--- src/rtl/ahb_arbiter_if.sv ---
// Arbitration-side AHB signal bundle shared by the masters, the slave and the arbiter.
// The requester modport drives requests and slave responses; the arbiter modport drives grants.
interface ahb_arbiter_if #(
    parameter int NUM_MASTERS = 4
);
    logic [NUM_MASTERS-1:0] HBUSREQ;
    logic [NUM_MASTERS-1:0] HLOCK;
    logic [1:0]             HTRANS;
    logic [2:0]             HBURST;
    logic                   HREADY;
    logic [1:0]             HRESP;
    logic [15:0]            HSPLIT;
    logic [NUM_MASTERS-1:0] HGRANT;
    logic [3:0]             HMASTER;
    logic                   HMASTLOCK;

    modport master (
        output HBUSREQ, HLOCK, HTRANS, HBURST, HREADY, HRESP, HSPLIT,
        input  HGRANT, HMASTER, HMASTLOCK
    );

    modport slave (
        input  HBUSREQ, HLOCK, HTRANS, HBURST, HREADY, HRESP, HSPLIT,
        output HGRANT, HMASTER, HMASTLOCK
    );
endinterface

--- src/rtl/ahb_arbiter.sv ---
// Round-robin AHB arbiter for up to 16 masters: holds ownership through fixed bursts
// and locked sequences, and masks SPLIT masters until the slave releases them.
module ahb_arbiter #(
    parameter int NUM_MASTERS    = 4,
    parameter int DEFAULT_MASTER = 0
) (
    input  logic         HCLK,
    input  logic         HRESETn,
    ahb_arbiter_if.slave bus
);

    typedef enum logic [1:0] {
        TRANS_IDLE   = 2'd0,
        TRANS_BUSY   = 2'd1,
        TRANS_NONSEQ = 2'd2,
        TRANS_SEQ    = 2'd3
    } htrans_e;

    typedef enum logic [1:0] {
        RESP_OKAY  = 2'd0,
        RESP_ERROR = 2'd1,
        RESP_RETRY = 2'd2,
        RESP_SPLIT = 2'd3
    } hresp_e;

    typedef enum logic [1:0] {
        ST_ARB    = 2'd0,
        ST_BURST  = 2'd1,
        ST_LOCKED = 2'd2
    } arb_state_e;

    localparam logic [3:0]             DEF_IDX    = 4'(DEFAULT_MASTER);
    localparam logic [NUM_MASTERS-1:0] DEF_ONEHOT = {{(NUM_MASTERS-1){1'b0}}, 1'b1} << DEFAULT_MASTER;

    logic [3:0]             r_grant_idx;
    logic [NUM_MASTERS-1:0] r_hgrant;
    logic [3:0]             r_hmaster;
    logic                   r_hmastlock;
    logic [3:0]             r_dmaster;
    logic [3:0]             r_burst_rem;
    logic [NUM_MASTERS-1:0] r_split_mask;
    logic [3:0]             r_rr_ptr;

    logic [3:0]             w_burst_next;
    logic                   w_owner_lock;
    arb_state_e             w_state;
    logic                   w_arb_ok;
    logic [NUM_MASTERS-1:0] w_eligible;
    logic [NUM_MASTERS-1:0] w_split_set;
    logic [NUM_MASTERS-1:0] w_split_next;
    logic [NUM_MASTERS-1:0] w_next_hgrant;
    logic [3:0]             w_winner;
    logic                   w_found;
    int                     w_dist;
    int                     w_best;
    logic                   w_unused_hsplit;

    // Release strobes for masters that do not exist carry no meaning here.
    assign w_unused_hsplit = ^bus.HSPLIT;

    // Beats still to issue after this edge; a SPLIT/RETRY first cycle abandons the burst.
    always_comb begin
        // NOTE: every always_comb output gets a default first so no path can infer a latch.
        w_burst_next = r_burst_rem;
        if (bus.HREADY) begin
            case (bus.HTRANS)
                TRANS_IDLE:   w_burst_next = 4'd0;
                TRANS_BUSY:   w_burst_next = r_burst_rem;
                TRANS_NONSEQ: begin
                    case (bus.HBURST)
                        3'd2, 3'd3: w_burst_next = 4'd3;
                        3'd4, 3'd5: w_burst_next = 4'd7;
                        3'd6, 3'd7: w_burst_next = 4'd15;
                        default:    w_burst_next = 4'd0;
                    endcase
                end
                TRANS_SEQ:    w_burst_next = (r_burst_rem != 4'd0) ? r_burst_rem - 4'd1 : 4'd0;
                default:      w_burst_next = r_burst_rem;
            endcase
        end else if (bus.HRESP == RESP_SPLIT || bus.HRESP == RESP_RETRY) begin
            w_burst_next = 4'd0;
        end
    end

    always_comb begin
        w_owner_lock = 1'b0;
        w_split_set  = '0;
        for (int i = 0; i < NUM_MASTERS; i++) begin
            if (r_grant_idx == 4'(i)) w_owner_lock = bus.HLOCK[i];
            if (!bus.HREADY && bus.HRESP == RESP_SPLIT && r_dmaster == 4'(i)) w_split_set[i] = 1'b1;
        end
        // A new SPLIT outranks a simultaneous release of the same master.
        w_split_next = (r_split_mask & ~bus.HSPLIT[NUM_MASTERS-1:0]) | w_split_set;
    end

    always_comb begin
        if (w_owner_lock)               w_state = ST_LOCKED;
        else if (w_burst_next >= 4'd2)  w_state = ST_BURST;
        else                            w_state = ST_ARB;
    end

    assign w_arb_ok   = bus.HREADY && (w_state == ST_ARB);
    assign w_eligible = bus.HBUSREQ & ~r_split_mask;

    // Pick the eligible master closest after rr_ptr; the pointer itself is searched last.
    always_comb begin
        w_found  = 1'b0;
        w_winner = DEF_IDX;
        w_best   = NUM_MASTERS;
        w_dist   = 0;
        for (int i = 0; i < NUM_MASTERS; i++) begin
            if (w_eligible[i]) begin
                w_dist = (i > int'(r_rr_ptr)) ? i - int'(r_rr_ptr) - 1
                                              : i + NUM_MASTERS - int'(r_rr_ptr) - 1;
                if (w_dist < w_best) begin
                    w_best   = w_dist;
                    w_winner = 4'(i);
                    w_found  = 1'b1;
                end
            end
        end
        w_next_hgrant = '0;
        for (int i = 0; i < NUM_MASTERS; i++) begin
            w_next_hgrant[i] = (w_winner == 4'(i));
        end
    end

    always_ff @(posedge HCLK or negedge HRESETn) begin
        if (!HRESETn) begin
            r_grant_idx  <= DEF_IDX;
            r_hgrant     <= DEF_ONEHOT;
            r_hmaster    <= DEF_IDX;
            r_hmastlock  <= 1'b0;
            r_dmaster    <= DEF_IDX;
            r_burst_rem  <= 4'd0;
            r_split_mask <= '0;
            r_rr_ptr     <= DEF_IDX;
        end else begin
            // NOTE: non-blocking updates so the HMASTER -> dmaster pipeline reads pre-edge values.
            r_burst_rem  <= w_burst_next;
            r_split_mask <= w_split_next;
            if (w_arb_ok) begin
                r_grant_idx <= w_winner;
                r_hgrant    <= w_next_hgrant;
                if (w_found) r_rr_ptr <= w_winner;
            end
            if (bus.HREADY) begin
                r_hmaster   <= r_grant_idx;
                r_hmastlock <= w_owner_lock;
                r_dmaster   <= r_hmaster;
            end
        end
    end

    assign bus.HGRANT    = r_hgrant;
    assign bus.HMASTER   = r_hmaster;
    assign bus.HMASTLOCK = r_hmastlock;

endmodule
--- src/flat_wrapper.sv ---
// flat-port wrapper written by rule: the top's interface ports become plain ports
module ahb_arbiter_flat 
#(
    parameter int NUM_MASTERS    = 4,
    parameter int DEFAULT_MASTER = 0
)
  (HCLK, HRESETn, bus_HBUSREQ, bus_HLOCK, bus_HTRANS, bus_HBURST, bus_HREADY, bus_HRESP, bus_HSPLIT, bus_HGRANT, bus_HMASTER, bus_HMASTLOCK);
  ahb_arbiter_if #(.NUM_MASTERS(NUM_MASTERS)) bus_i ();
  input  logic HCLK;
  input  logic HRESETn;
  input wire logic [$bits(bus_i.HBUSREQ)-1:0] bus_HBUSREQ;
  input wire logic [$bits(bus_i.HLOCK)-1:0] bus_HLOCK;
  input wire logic [$bits(bus_i.HTRANS)-1:0] bus_HTRANS;
  input wire logic [$bits(bus_i.HBURST)-1:0] bus_HBURST;
  input wire logic [$bits(bus_i.HREADY)-1:0] bus_HREADY;
  input wire logic [$bits(bus_i.HRESP)-1:0] bus_HRESP;
  input wire logic [$bits(bus_i.HSPLIT)-1:0] bus_HSPLIT;
  output wire logic [$bits(bus_i.HGRANT)-1:0] bus_HGRANT;
  output wire logic [$bits(bus_i.HMASTER)-1:0] bus_HMASTER;
  output wire logic [$bits(bus_i.HMASTLOCK)-1:0] bus_HMASTLOCK;
  assign bus_i.HBUSREQ = bus_HBUSREQ;
  assign bus_i.HLOCK = bus_HLOCK;
  assign bus_i.HTRANS = bus_HTRANS;
  assign bus_i.HBURST = bus_HBURST;
  assign bus_i.HREADY = bus_HREADY;
  assign bus_i.HRESP = bus_HRESP;
  assign bus_i.HSPLIT = bus_HSPLIT;
  assign bus_HGRANT = bus_i.HGRANT;
  assign bus_HMASTER = bus_i.HMASTER;
  assign bus_HMASTLOCK = bus_i.HMASTLOCK;
  ahb_arbiter #(.NUM_MASTERS(NUM_MASTERS), .DEFAULT_MASTER(DEFAULT_MASTER)) u_core (.HCLK(HCLK), .HRESETn(HRESETn), .bus(bus_i));
endmodule
--- config.mk ---
export PLATFORM = sky130hd
export DESIGN_NAME = ahb_arbiter_flat
export DESIGN_NICKNAME = d
export VERILOG_FILES = /design/src/rtl/ahb_arbiter_if.sv /design/src/rtl/ahb_arbiter.sv /design/src/flat_wrapper.sv
export SDC_FILE = /design/constraint.sdc
export NUM_CORES = 1
export LEC_CHECK = 0
export BUFFER_PORTS_ARGS = -buffer_cell sky130_fd_sc_hd__buf_4
export CAP_MARGIN = 20
export CORE_ASPECT_RATIO = 0.7
export CORE_MARGIN = 4
export CORE_UTILIZATION = 51
export CTS_BUF_LIST = sky130_fd_sc_hd__clkbuf_4 sky130_fd_sc_hd__clkbuf_8
export CTS_CLUSTER_DIAMETER = 120
export DETAILED_ROUTE_END_ITERATION = 10
export GPL_TIMING_DRIVEN = 0
export PLACE_DENSITY = 0.73
export RECOVER_POWER = 50
export SYNTH_ARGS = -nofsm -noshare
export SYNTH_HDL_FRONTEND = slang
export SYNTH_SLANG_ARGS = --single-unit
--- constraint.sdc ---
create_clock -name HCLK -period 7 [get_ports HCLK]
set_input_delay 1.05 -clock HCLK [delete_from_list [all_inputs] [get_ports HCLK]]
set_output_delay 1.05 -clock HCLK [all_outputs]
set_load 0.1 [all_outputs]
# After elaboration in Yosys (flattened, before gate mapping)
# Cells that the tools add are included.
# Widths: inputs -> output; s select.
[op_classes]
n_shift = 0
n_div = 0
n_bitwise = 5
muxes = 38
order_cmp = 8
multipliers = 0
reduce_logical = 18
addsub = 15
n_eq_ne = 20
[ops]
columns = ["cell", "count"]
rows = [
  ["$mux 32", 9],
  ["$sub 32x2->32 const B", 7],
  ["$lt 32x32->1", 3],
  ["$lt 32x4->1 const B", 1],
  ["$mux 4", 8],
  ["$eq 4x2->1 const B", 6],
  ["$sub 3x4->5 const A", 4],
  ["$mux 1", 18],
  ["$pmux 4 s4", 1],
  ["$eq 3x3->1 const B", 4],
  ["$eq 4x1->1 const B", 3],
  ["$logic_not 4->1", 3],
  ["$pmux 4 s3", 1],
  ["$sub 2x4->5 const A", 2],
  ["$and 4x4->4", 2],
  ["$eq 2x2->1 const B", 4],
  ["$gt 2x4->1 const A", 2],
  ["$not 4->4", 2],
  ["$eq 3x2->1 const B", 2],
  ["$logic_and 1x1->1", 6],
  ["$reduce_or 2->1", 3],
  ["$sub 1x4->5 const A", 1],
  ["$ge 4x2->1 const B", 1],
  ["$gt 1x4->1 const A", 1],
  ["9 further kinds", 10],
]
[totals]
mem_bits_rw = 0
ff_bits = 29
out_inout_bits = 9
memories = 0
romBits = 0
latch_bits = 0
in_bits = 34
elab_cells = 112

# Logic depth before layout (Yosys ltp)
# Gate-level depths: netlist (run 1).
[depth]
word_depth = 15
mapped_depth = 34

# Least setup slack after synthesis (run 1)
# Ideal clock, no wire load.
[synth_timing]
path_type = "flip-flop to flip-flop"
startpoint = "register u_core.r_rr_ptr[0]"
endpoint = "register u_core.r_grant_idx[1]"
n_path_buf = 2
path_stages_with_launch = 33
setup_ps = 125
required_time_ps = 6875
synth_period_minus_slack_ps = 6587
t_arrival_ps = 6463
setup_slack_ps = 413
path_cell_list = "dfrtp_1 -> inv_1 -> ha_1 -> inv_1 -> ha_1 -> nor2b_1 -> o21a_1 -> and2_1 -> ha_1 -> a2111oi_2 -> nor2_1 -> a21o_1 -> o21a_1 -> nor2_1 -> buf_2 -> a21oi_1 -> ha_1 -> a211oi_1 -> nand2_1 -> a21oi_1 -> nand3_1 -> o21ai_1 -> nand2_1 -> clkbuf_1 -> mux2_1 -> ha_1 -> nand3_1 -> a211oi_1 -> nor3_1 -> nor3b_1 -> a21oi_1 -> a311o_1 -> mux2_2"
[synth_via]
elab_chain_cells = 14
word_cells_on_any_way = 34
classes_between = "add/sub (14); order compare (7); mux (13)"
[synth_rtl]
columns = ["element", "line_no", "source"]
rows = [
  ["start, declared", "ahb_arbiter.sv:42", "logic [3:0] r_rr_ptr;"],
  ["start signal, assigned", "ahb_arbiter.sv:145", "if (w_found) r_rr_ptr <= w_winner;"],
  ["$sub 3x4->5", "ahb_arbiter.sv:114", ": i + NUM_MASTERS - int'(r_rr_ptr) - 1;"],
  ["$sub 32x2->32", "ahb_arbiter.sv:114", ""],
  ["$lt 32x4->1", "ahb_arbiter.sv:115", "if (w_dist < w_best) begin"],
  ["$mux 32", "ahb_arbiter.sv:115", ""],
  ["$mux 32", "ahb_arbiter.sv:112", "if (w_eligible[i]) begin"],
  ["$lt 32x32->1", "ahb_arbiter.sv:115", ""],
  ["$mux 32", "ahb_arbiter.sv:115", ""],
  ["$mux 32", "ahb_arbiter.sv:112", ""],
  ["$lt 32x32->1", "ahb_arbiter.sv:115", ""],
  ["$mux 32", "ahb_arbiter.sv:115", ""],
  ["$mux 32", "ahb_arbiter.sv:112", ""],
  ["$lt 32x32->1", "ahb_arbiter.sv:115", ""],
  ["$mux 4", "ahb_arbiter.sv:115", ""],
  ["$mux 4 (*)", "ahb_arbiter.sv:112", ""],
  ["end signal, assigned", "ahb_arbiter.sv:143", "r_grant_idx <= w_winner;"],
  ["end, declared", "ahb_arbiter.sv:35", "logic [3:0] r_grant_idx;"],
]
# Every way passes the cells marked *; elsewhere a longest branch is shown, timed or not.
# A chain may end at the register's enable or synchronous reset.

# Worst setup path after layout (run 1)
# Same ends and word-level chain as after synthesis.

==> metrics.cfg, run 1 <==
[clock_network]
htreeDepth=1
clk_pin_slew_ns=0.08
cts.path.max_buffers=2
cts_root_buf=clkbuf_8
cts_tree=yes
numCtsBuffers=3
clock_latency_ns=0.26
clock_sinks=21

[floorplan]
core_area_um2=4329
die_x_um=88.09
io_pins=43
die_h_um=64.06
dieArea_um2=5643
start_util=0.5289
rows=20

[yosys]
syn_inst=272
ys_async_sr_fraction=1.000
ys_seq_elements=21
synth_area_per_cell_um2=8.418
yosysSeqAreaShare=0.2301
synth_edf_count=0
yosysWarnings=0
synth.distinct_cells=49
syn_area_um2=2290
synth_flop_cell=dfrtp_1

[global_routing]
grt_pass1_wl_mm=8.687
grt.overflow.total=0
grt_pass1_vias=1908
grt_max_degree=22
antenna_found_initial=0
track_usage=0.1909

[timing]
worst_slack_ns=0.3252
finalCritPeriodShare=0.9535
clock.fmax_mhz=149.8
fin_crit_ns=6.675
slew_viol_final=0
fin_skew_ns=0.008945
finalHoldViolCount=0
tns_ns=0
worst_slew_pin_slew_ns=1.106
setup_viol=0
relSlewSlack=0.2624

[final_layout]
nNetsFinal=392
drive_gt1_frac=0.2278
n_antenna_cell=0
syn_to_final_growth_pct=20.76
fin_util=0.6387
instances_no_fill=371

[run]
cap_violations=0

[setup_path]
slowest_stage=dfrtp_2
required_ns=7.15
path_class=reg2reg
crit_top_cell=ha_1
start_kind=flip-flop
critical_path.top_delay_family=compound AO/OA/AOI/OAI gates
cp.depth=31
cp_max_fo=10
cp-end-kind=flip-flop
slowest_delay_ns=0.44
r2r_cells=31
path_buf_inv=3
cp.arrival_ns=6.83

[detailed_routing]
ant_nets=0
vias_per_cell=5.633
vias=2090
wl_per_cell_um=14.31
dr.pass1.iters=5
dr.first_iter.drc_count=105
drc_errors=0
wl_mm=5.308

[placed_design]
dp_slack_ns=-0.5191
placed_cells=362
io_buffers=27
globalplace.congestion=0.8789
dp_hpwl_mm=4.304

[pwr]
leakagePower_nw=1.254
peakVddDrop_mv=0.3372
power.density_nw_per_um2=448.0

[min_path]
min_path_cells=2
hold_class=reg2reg

[status]
status=complete, no violations

==> layer usage <==
metal	track usage	part of all wire	wire [um]
met1	0.3155	0.54	2864
met2	0.2707	0.42	2219
met3	0.02577	0.042	224
met4	0.01321	0	0
met5	0	0	0
==> per-stage QoR <==
step	area, um2	total power, W	hold WS [ns]
2_1_floorplan	2320	0.0008639	0.4511
3_3_place_gp	2591	0.001032	0.4721
3_5_place_dp	2591	0.001052	0.4820
4_1_cts	2664	0.001147	0.4987
5_1_grt	2765	0.001350	0.5176
6_report	2765	0.001239	0.4942
==> cell usage in the layout, fill, tap and decap left out, types with 3 or more instances in the layout <==
master,count
clkbuf_8,3
nand3_1,6
nor2_1,18
dfrtp_1,18
nor3_1,7
clkbuf_1,4
o21ai_0,12
o211ai_1,5
nand2b_1,3
buf_4,32
a22o_1,3
a21oi_1,20
a21o_1,6
mux2_2,11
o21ai_1,3
o22ai_1,3
inv_1,21
ha_1,39
a21oi_2,3
o21a_1,5
nand2_1,25
nor2b_1,8
conb_1,10
==> layout make-up <==
cell class / instances / area [um2]
Buffer: 5 / 38.79
Clock buffer: 3 / 41.29
Clock inverter: 1 / 7.507
Fill cell: 376 / 1564
Inverter: 23 / 86.33
Multi-Input combinational cell: 230 / 1757
Sequential cell: 21 / 529.3
Tap cell: 55 / 68.82
Timing Repair Buffer: 33 / 236.5
==> worst reg2reg max path: cells and delay by family, from the launching register on <==
family	cells	cell delay, ns
multiplexers	2	0.62
adder cells (fa/ha/maj)	5	1.34
AND/OR/NAND/NOR	8	1.14
buffers and inverters	3	0.33
AO/OA/AOI/OAI	13	2.69
flip-flops	1	0.44
==> flip-flops by register name, summed over array words and instances (netlist names) <==
register	count
u_core.r_rr_ptr	2
u_core.bus.HGRANT	4
u_core.r_dmaster	2
u_core.r_split_mask	4
u_core.r_grant_idx	2
u_core.bus.HMASTLOCK	1
u_core.bus.HMASTER	2
u_core.r_burst_rem	4
==> final timing paths <==
kind / endpoint / start / slack (ns)
max in group asynchronous: u_core.r_rr_ptr[1] / HRESETn / 5.28
worst min register to register: u_core.bus.HGRANT[1] / u_core.bus.HGRANT[1] / 0.49
worst max register to register: u_core.r_grant_idx[1] / u_core.r_rr_ptr[0] / 0.33
worst max-delay path: u_core.r_grant_idx[1] / u_core.r_rr_ptr[0] / 0.33
worst min-delay path: u_core.bus.HGRANT[1] / u_core.bus.HGRANT[1] / 0.49
min in group asynchronous: u_core.bus.HMASTLOCK / HRESETn / 0.97
==> logic make-up (layout without fill, tap and decap cells) <==
logic type               after synthesis  in the layout  synth area share
AO/OA/AOI/OAI                         81             81            0.2339
other                                  2             10          0.003280
AND/OR/NAND/NOR                       83             83            0.1803
flip-flops                            21             21            0.2301
multiplexers                          13             13           0.06885
adder cells (fa/ha/maj)               41             41            0.2240
XOR/XNOR                               2              2          0.007652
buffers and inverters                 29             65           0.05191
==> cells in the mapped netlist (2+ instances only) <==
cell       count  area [um2]
a21o_1         6       45.04
o21a_1         6       45.04
nand3_1        7       35.03
mux2_2        11       123.9
buf_4          2       15.01
clkbuf_1       2       7.510
nand2b_1       3       18.77
nand3b_1       2       15.01
a211oi_1       3       22.52
a32oi_1        2       17.52
o31ai_2        2       25.02
o2111ai_1      2       17.52
inv_1         23       86.33
o22ai_1        3       18.77
dfrtp_1       20       500.5
nand2_1       26       97.59
conb_1         2       7.510
o21ai_0       12       60.06
o21ai_1        4       20.02
nor3_1         7       35.03
a31oi_1        2       12.51
o31ai_1        2       15.01
o211ai_1       5       37.54
nor4bb_1       2       20.02
nor2b_1        8       50.05
ha_1          41       513.0
a22o_1         3       26.28
or3_1          2       12.51
a21oi_1       23       115.1
nor2_1        19       71.32
buf_2          2       10.01
==> power by group <==
group	switching (W)	total, W	internal (W)
registers	0.0000339	0.000199	0.000165
logic	0.000584	0.000960	0.000376
clock network	0.0000399	0.0000800	0.0000402
==> timing repair <==
item                                    4_1_cts  5_1_grt
setup buffers                                 2        4
endpoints found under the setup margin        8        8
resized for setup                             6       16
pin swaps                                     1        8
hold buffers                                  0        0
(Power assumes the default switching activity.)
==> inputs of run 2 (changes only) <==
- CTS_CLUSTER_SIZE: default -> 24
- PLACE_DENSITY: 0.73 -> 0.7
- clock period: 7 -> 8 ns (I/O delays scaled with it)
==> run 2 against run 1 <==
Against the previous run:
- core utilization shrank 3.2 points
- final cell count decreased by 1.6%
- cell area is 4.9% lower
- sequential share of layout area increased by 0.90 points
- worst setup slack better by 0.23 ns
- count of clock-buffer cells in the layout is the same
- power fell by 20%
- maximum frequency down 10%
- non-clock buffer count shrank 6
- largest cell class unchanged
- highest routed layer unchanged
==> metrics.cfg, run 2 (synthesized netlist as in run 1, its figures left out) <==
[clock_network]
cts_tree=yes
htreeDepth=1  ; unchanged
cts_hold_buffers=0  ; unchanged
clk_pin_slew_ns=0.07  ; about the same
clock_latency_ns=0.26  ; about the same
cts.path.max_buffers=2  ; unchanged
cts_resized=0  ; -6
cts_root_buf=clkbuf_8
numCtsBuffers=3  ; unchanged
clock_sinks=21  ; unchanged
post-cts-setup-buffer-count=0  ; -2

[setup_path]
cp-end-kind=flip-flop
path_class=reg2reg
r2r_cells=31  ; unchanged
r2r-start=u_core.r_rr_ptr[0]
cp.arrival_ns=7.59  ; +0.76 ns
cp_max_fo=11  ; +1
slowest_delay_ns=0.51  ; +0.07 ns
slowest_stage=dfrtp_1
r2r-end=u_core.r_grant_idx[1]
worstSetupEndpoint=u_core.r_grant_idx[1]
r2r_slack_ns=0.56  ; +0.23 ns
start_kind=flip-flop
required_ns=8.15  ; +1.00 ns
crit_top_cell=ha_1
cp-startpoint=u_core.r_rr_ptr[0]

[detailed_routing]
wl_per_cell_um=13.91  ; -2.8%
wl_mm=5.078  ; -4.3%
ant_nets=0  ; unchanged
vias_per_cell=5.622  ; -0.20%
vias=2052  ; -1.8%
drc_errors=0  ; unchanged
dr.pass1.iters=4  ; -1
dr.first_iter.drc_count=81  ; -23%

[floorplan]
die_x_um=88.09  ; unchanged
die_h_um=64.06  ; unchanged
rows=20  ; unchanged
io_pins=43  ; unchanged
start_util=0.5289  ; unchanged
dieArea_um2=5643  ; unchanged
core_area_um2=4329  ; unchanged

[pwr]
power.density_nw_per_um2=377.6  ; -16%
leakagePower_nw=1.227  ; -2.2%
peakVddDrop_mv=0.1872  ; -44%
p_sw_frac=0.5387  ; +0.007893
switchingPower_w=0.0005348  ; -19%
comb_power_share=0.751  ; -0.024
power_frac_seq=0.180  ; +0.020
p_int_w=0.0004579  ; -21%
clockPowerShare=0.069  ; +0.004
total_power_w=0.0009927  ; -20%

[placed_design]
io_buffers=27  ; unchanged
globalplace.congestion=0.8521  ; -3.0%
dp_slack_ns=0.3505  ; +0.8696 ns
dp_hpwl_mm=4.408  ; +2.4%

[final_layout]
drive_gt1_frac=0.1645  ; -0.06333
fin_util=0.6072  ; -0.03150
final_cell_mix=41 x ha_1, 27 x buf_4, 25 x nand2_1
final_common_cell=ha_1
n_antenna_cell=0  ; unchanged
nNetsFinal=386  ; -1.5%
syn_to_final_growth_pct=14.81

[timing]
tns_ns=0  ; unchanged
worst_slack_ns=0.5577  ; +0.2325 ns
clock.fmax_mhz=134.4  ; -10%
rsz0062_at_grt=false
fin_crit_ns=7.442  ; +0.7675 ns
setup_viol=0  ; unchanged
relSlewSlack=0.2709  ; +0.008479
finalCritPeriodShare=0.9303  ; -0.02326
fin_skew_ns=0.001158  ; -0.007787 ns
slew_viol_final=0  ; unchanged
worst_slew_pin_slew_ns=1.094  ; -0.01272 ns
finalHoldViolCount=0  ; unchanged

[status]
status=complete, no violations

[global_routing]
grt_pass1_vias=2026  ; +6.2%
track_usage=0.1954  ; +0.004506
grt.overflow.total=0  ; unchanged
grt_pass1_wl_mm=8.914  ; +2.6%
grt_max_degree=22  ; unchanged
antenna_found_initial=0  ; unchanged

[min_path]
hold_class=reg2reg
min_path_cells=2  ; unchanged

[run]
cap_violations=0  ; unchanged

-- run 2: stage by stage --
step | hold slack, ns | cell area (um2) | cells
after global placement | 0.4826 | 2591 | 362
after CTS | 0.5089 | 2638 | 366
after detailed placement | 0.4986 | 2591 | 362
after global routing | 0.5118 | 2629 | 365
final | 0.5094 | 2629 | 365
after floorplan | 0.4511 | 2320 | 280
-- run 2: cell type report --
class / instances / area (um2)
plain buffers: 5 / 28.78
clock buffers: 3 / 41.29
clock inverters: 1 / 5.005
fillers: 407 / 1700
inverters: 23 / 86.33
multi-input cells: 230 / 1677
flip-flops and latches: 21 / 526.8
well taps: 55 / 68.82
repair buffers: 27 / 195.2
-- run 2: worst min-delay path by stage --
stage | startpoint | endpoint
2_1_floorplan | u_core.r_split_mask[0] | u_core.r_split_mask[0]
3_3_place_gp | u_core.bus.HGRANT[0] | u_core.bus.HGRANT[0]
3_5_place_dp | u_core.bus.HGRANT[0] | u_core.bus.HGRANT[0]
4_1_cts | u_core.bus.HGRANT[0] | u_core.bus.HGRANT[0]
5_1_grt | u_core.bus.HGRANT[0] | u_core.bus.HGRANT[0]
6_report | u_core.bus.HGRANT[0] | u_core.bus.HGRANT[0]
-- run 2: layer usage --
layer	routed length, um	vias up	track usage	part of all wire
met4	0	0	0.03019	0
met1	2685	950	0.3054	0.53
li1	-	1059	-	-
met5	0	-	0	0
met3	298	0	0.03737	0.059
met2	2095	43	0.2820	0.41
-- run 2: power by group through the flow --
stage	logic, W	clock network [W]	registers [W]
after floorplan	0.000467	0	0.000289
after detailed placement	0.000737	0	0.000182
after CTS	0.000742	0.0000703	0.000179
final	0.000746	0.0000682	0.000179
after global placement	0.000724	0	0.000179
after global routing	0.000836	0.0000743	0.000185
-- run 2: critical path: cells and delay by family (launching register included) --
kind	cells	cell delay (ns)
flops	1	0.51
fa+ha+maj	5	1.44
simple gates	10	1.48
compound gates	11	2.70
mux	2	0.65
buf+inv	3	0.53
